File: config.mk
export PLATFORM = sky130hd
export DESIGN_NAME = gate_tt_sequencer
export DESIGN_NICKNAME = d
export VERILOG_FILES = /design/src/rtl/gate_tt_sequencer.sv
export SDC_FILE = /design/constraint.sdc
export NUM_CORES = 1
export LEC_CHECK = 0
export BUFFER_PORTS_ARGS = -buffer_cell sky130_fd_sc_hd__buf_2
export CORE_MARGIN = 3
export CORE_UTILIZATION = 40
export CTS_CLUSTER_DIAMETER = 30
export DETAILED_ROUTE_END_ITERATION = 7
export PLACE_DENSITY = 0.71
export SLEW_MARGIN = 5
export SYNTH_ARGS = -nofsm -noshare
export SYNTH_HDL_FRONTEND = slang
export SYNTH_SLANG_ARGS = --single-unit
File: constraint.sdc
create_clock -name clk -period 1.6 [get_ports clk]
set_input_delay 0.24 -clock clk [delete_from_list [all_inputs] [get_ports clk]]
set_output_delay 0.24 -clock clk [all_outputs]
set_load 0.03 [all_outputs]
File: src/rtl/gate_tt_sequencer.sv
// On-chip truth-table sequencer for one 2-input gate: walks {A,B} in Gray order and scores each sample.
// Optional macro GATE_TT_SEQ_LOOP_EN: a run ending with start high restarts at once (soak mode).
`timescale 1ns/1ps
module gate_tt_sequencer #(
    parameter int unsigned SETTLE_CYCLES = 2,
    parameter logic [3:0]  EXPECTED      = 4'b0001
) (
    input  logic       clk,
    input  logic       rst,
    input  logic       start,
    output logic       A,
    output logic       B,
    input  logic       O,
    output logic       busy,
    output logic       done,
    output logic       pass,
    output logic [2:0] err_count,
    output logic [1:0] fail_vec,
    output logic [3:0] captured
);

    typedef enum logic [2:0] {IDLE, APPLY, SETTLE, SAMPLE, DONE} state_t;

    localparam logic [7:0] CNT_LOAD = (SETTLE_CYCLES == 0) ? 8'd0 : 8'(SETTLE_CYCLES - 1);

    state_t     state, state_nxt;
    logic [1:0] step, step_inc, vec;
    logic [7:0] cnt;
    logic       mismatch, restart;

    // Step -> {A,B}: 0->00, 1->10, 2->11, 3->01, one input toggles per step
    function automatic logic [1:0] gray_vec(input logic [1:0] s);
        return {s[0] ^ s[1], s[1]};
    endfunction

`ifdef GATE_TT_SEQ_LOOP_EN
    assign restart = start;
`else
    assign restart = 1'b0;
`endif

    assign vec      = {A, B};
    assign step_inc = step + 2'd1;
    assign mismatch = (O != EXPECTED[vec]);
    assign busy     = (state == APPLY) || (state == SETTLE) || (state == SAMPLE);

    always_comb begin
        state_nxt = state;
        case (state)
            IDLE:    if (start) state_nxt = APPLY;
            APPLY:   state_nxt = (SETTLE_CYCLES == 0) ? SAMPLE : SETTLE;
            SETTLE:  if (cnt == 8'd0) state_nxt = SAMPLE;
            SAMPLE:  state_nxt = (step == 2'd3) ? DONE : APPLY;
            DONE:    state_nxt = restart ? APPLY : IDLE;
            default: state_nxt = IDLE;
        endcase
    end

    always_ff @(posedge clk) begin
        if (rst) begin
            state     <= IDLE;
            step      <= 2'd0;
            cnt       <= 8'd0;
            A         <= 1'b0;
            B         <= 1'b0;
            done      <= 1'b0;
            pass      <= 1'b0;
            err_count <= 3'd0;
            fail_vec  <= 2'd0;
            captured  <= 4'b0000;
        end else begin
            state <= state_nxt;
            // done is registered off DONE so it lines up with the freshly written pass
            done  <= (state == DONE);
            case (state)
                IDLE: begin
                    if (start) begin
                        step      <= 2'd0;
                        A         <= 1'b0;
                        B         <= 1'b0;
                        err_count <= 3'd0;
                        fail_vec  <= 2'd0;
                        captured  <= 4'b0000;
                        pass      <= 1'b0;
                    end
                end
                APPLY:  cnt <= CNT_LOAD;
                SETTLE: if (cnt != 8'd0) cnt <= cnt - 8'd1;
                SAMPLE: begin
                    captured[vec] <= O;
                    if (mismatch && err_count != 3'd4) begin
                        err_count <= err_count + 3'd1;
                        if (err_count == 3'd0) fail_vec <= vec;
                    end
                    if (step != 2'd3) begin
                        step   <= step_inc;
                        {A, B} <= gray_vec(step_inc);
                    end
                end
                DONE: begin
                    pass <= (err_count == 3'd0);
                    A    <= 1'b0;
                    B    <= 1'b0;
                    if (restart) begin
                        step      <= 2'd0;
                        err_count <= 3'd0;
                        fail_vec  <= 2'd0;
                        captured  <= 4'b0000;
                    end
                end
                default: ;
            endcase
        end
    end

endmodule

==> summary.md <==
| Metric | Value |
|---|---|
| Run status | `finished with violations` |
| Failing checks | `negative setup slack` |
| FF+latch count, synth | `26` |
| Total chip power | `roughly 0.0031 W` |
| Number of global-route vias before repair | `1208` |
| N_diodes | `0` |
| Largest cells by area after synthesis | `dfxtp_1 (39%), nor2_1 (5.4%), ha_1 (4.7%)` |
| Setup Total Neg Slack | `-0.006243 ns` |
| Post-DRT Antenna Nets | `0` |
| Sw frac | `about two fifths` |
| Most used routing layer | `met2` |
| H-Tree Depth | `1` |
| Yosys warnings | `0` |
| Internal | `between 0.0015 and 0.002 W` |
| Reg clk slew, reported paths | `0.15 ns` |
| Synthesized net count | `about 160` |
| Tmin final | `1.606 ns` |
| Worst Path Max Fanout | `5` |
| PD cells | `1785 nW/µm²` |
| Drt pass-1 iters | `4` |
| Total die area | `roughly 4000 µm²` |
| TritonCTS clock tree | `yes` |
| Crit path DAT | `about 1.9 ns` |
| Synth Flop Type | `dfxtp_1` |
| GRT Util Overall | `~15%` |
| Min-delay worst type | `primary input to flip-flop` |
| Most common cell in the netlist | `dfxtp_1` |
| Worst Skew | `between 0.005 and 0.006 ns` |
| Worst Tran Pin Value | `about 0.36 ns` |
| Async set-reset flop share out of synthesis | `0%` |
| Area Overhead vs Synth | `29.46%` |
| Rel. slew slack | `76.02%` |
| Pin count of the biggest net entering global routing | `22` |
| Met1 Resource Use GR | `17.78%` |
| Maximum clock rate | `roughly 620 MHz` |
| Final nets | `a little under 200` |
| Final hold viol count | `0` |
| DIE WIDTH | `63.56 µm` |
| Setup CP Type | `flip-flop to flip-flop` |
| Ports | `18` |
| Routed length per instance | `about 13 µm` |
| Clock power frac | `~15%` |
| Layout cells sized above 1 | `about a third` |
| I/O Buffers | `17` |
| Post-Syn Area per Cell | `8.604 µm²` |
| Final cell count without fillers | `around 230` |
| Clk_lat worst skew | `0.32 ns` |
| Logic pwr share | `a little over half` |
| Vias per std cell | `5.275` |
| Initial antenna violation count | `0` |
| Routed WL | `2985 µm` |
| Number of flops mapped to enable cells by yosys | `0` |
| Synth Instances | `roughly 150` |
| Leakage | `roughly 0.7 nW` |
| Most instantiated cells after synthesis | `dfxtp_1 (26), nor2_1 (19), a21oi_1 (9), nand2_1 (9), nand3_1 (7)` |
| Wire length of the first global-routing pass | `between 5000 and 6000 µm` |
| Initial Util | `42.70%` |
| Leading area contributor after synthesis | `dfxtp_1` |
| Final worst-path cycle share | `100.4%` |
| Remaining DRCs | `0` |
| Sw Pwr | `about 0.0012 W` |
| Hold_ws | `0.1993 ns` |
| Core area | `roughly 3100 µm²` |
| Seq/Total Area, Yosys | `between 30% and 40%` |
| CTS Buf Count | `3` |
| Crit end category | `flip-flop` |
| Unique cell type count in the Yosys netlist | `44` |
| GP Congestion | `~0.85` |
| Sequential share of power | `roughly 31%` |
| Vias | `~1200` |
| GR Layer Usage met2 | `around 27%` |
| # rows | `20` |
| Max-capacitance violation count | `0` |
| GRT met3 Usage | `under 10%` |
| Post-layout worst setup margin | `-0.006243 ns` |
| CTS root buffer | `clkbuf_4` |
| Worst path required time | `about 1.9 ns` |
| Height of the die | `between 60 and 70 µm` |
| CTS max path bufs | `2` |
| Max Slew Vio Count | `0` |
| Top cell type's share of synthesized area | `39.28%` |
| Post-detail-place hpwl | `between 2000 and 2500 µm` |
| Grt total ovfl | `0` |
| # setup viols final | `1` |
| Placed Instances | `~230` |
| RSZ-0062 raised after global routing | `true` |
| Iteration-0 DRC Markers | `60` |
| Startpoint types | `flip-flop` |
| Clock Sinks | `26` |
| Post-Syn Area | `1325 µm²` |
| Maximum VDD drop | `0.001136 V` |
-- metal layers --
| layer | vias up | share of wire [%] |
|---|---|---|
| li1 | 625 | - |
| met4 | 0 | 0.97 |
| met2 | 14 | 51 |
| met5 | - | 0 |
| met1 | 588 | 46 |
| met3 | 2 | 2.4 |
-- timing repair --
item / 4_1_cts / 5_1_grt
setup buffers: 1 / 2
hold buffers: 0 / 0
resized for setup: 8 / 12
endpoints found under the setup margin: 10 / 12
pin swaps: 0 / 1
-- final timing paths --
| kind | from | endpoint | slack, ns | cells past startpoint |
|---|---|---|---|---|
| max | cnt[0] | cnt[7] | -0.006 | 4 |
| min | O | captured[3] | 0.20 | 3 |
| max reg2reg | cnt[0] | cnt[7] | -0.006 | 4 |
| min reg2reg | captured[3] | captured[3] | 0.48 | 2 |
-- power groups by stage --
| stage | clock, W | combinational, W | sequential (W) |
|---|---|---|---|
| floorplan | 0 | 0.000942 | 0.000889 |
| global placement | 0 | 0.00137 | 0.000907 |
| CTS | 0.000463 | 0.00150 | 0.000922 |
| global route | 0.000491 | 0.00180 | 0.000974 |
| finish | 0.000454 | 0.00166 | 0.000945 |
| detailed placement | 0 | 0.00142 | 0.000922 |
-- cell type report --
cell class,instances,area (µm²)
clock buffers,3,22.52
clock inverters,1,30.03
fillers,276,1388
inverters,6,22.52
multi-input cells,114,803.3
flip-flops and latches,26,534.3
well taps,44,55.05
repair buffers,39,247.7
-- cells in the final DEF (no fill, tap or decap), drive strengths merged, types with 4 or more instances in the layout --
| master | Yosys | layout |
|---|---|---|
| nand2 | 9 | 9 |
| a21oi | 9 | 9 |
| clkbuf | 4 | 4 |
| inv | 6 | 6 |
| nand3 | 7 | 7 |
| buf | 4 | 38 |
| nor3 | 4 | 4 |
| mux2i | 5 | 5 |
| o21ai | 4 | 4 |
| nor2 | 19 | 19 |
| ha | 5 | 5 |
| xnor2 | 4 | 4 |
| dfxtp | 26 | 26 |
-- flip-flops by register name, indices dropped and copies added (netlist names) --
| name | count |
|---|---|
| B | 1 |
| err_count | 3 |
| state | 3 |
| A | 1 |
| captured | 4 |
| cnt | 8 |
| done | 1 |
| pass | 1 |
| step | 2 |
| fail_vec | 2 |
-- logic make-up (layout without fill, tap and decap cells) --
logic type	after synthesis	after routing	synth area share, %
compound gates	32	32	16.81
simple gates	66	66	26.91
flops	26	26	39.28
xor+xnor	5	5	3.305
fa+ha+maj	5	5	4.721
buf+inv	14	49	4.343
mux	6	6	4.627
-- critical path: stages (launching register included) --
cell and delay, ns:
dfxtp_2 0.35, or3_1 0.37, a211o_1 0.28, or4_1 0.41, a21oi_1 0.14
-- through the flow --
stage / worst slack (ns) / utilization, % / cell area, µm²
2_1_floorplan: 0.01671 / - / 1330
3_3_place_gp: 0.002770 / 50.85 / 1578
3_5_place_dp: -0.07478 / 50.85 / 1578
4_1_cts: -0.01702 / 53.19 / 1650
5_1_grt: -0.08416 / 55.28 / 1715
6_report: -0.006243 / 55.28 / 1715
Power figures use the tool's default switching activity.
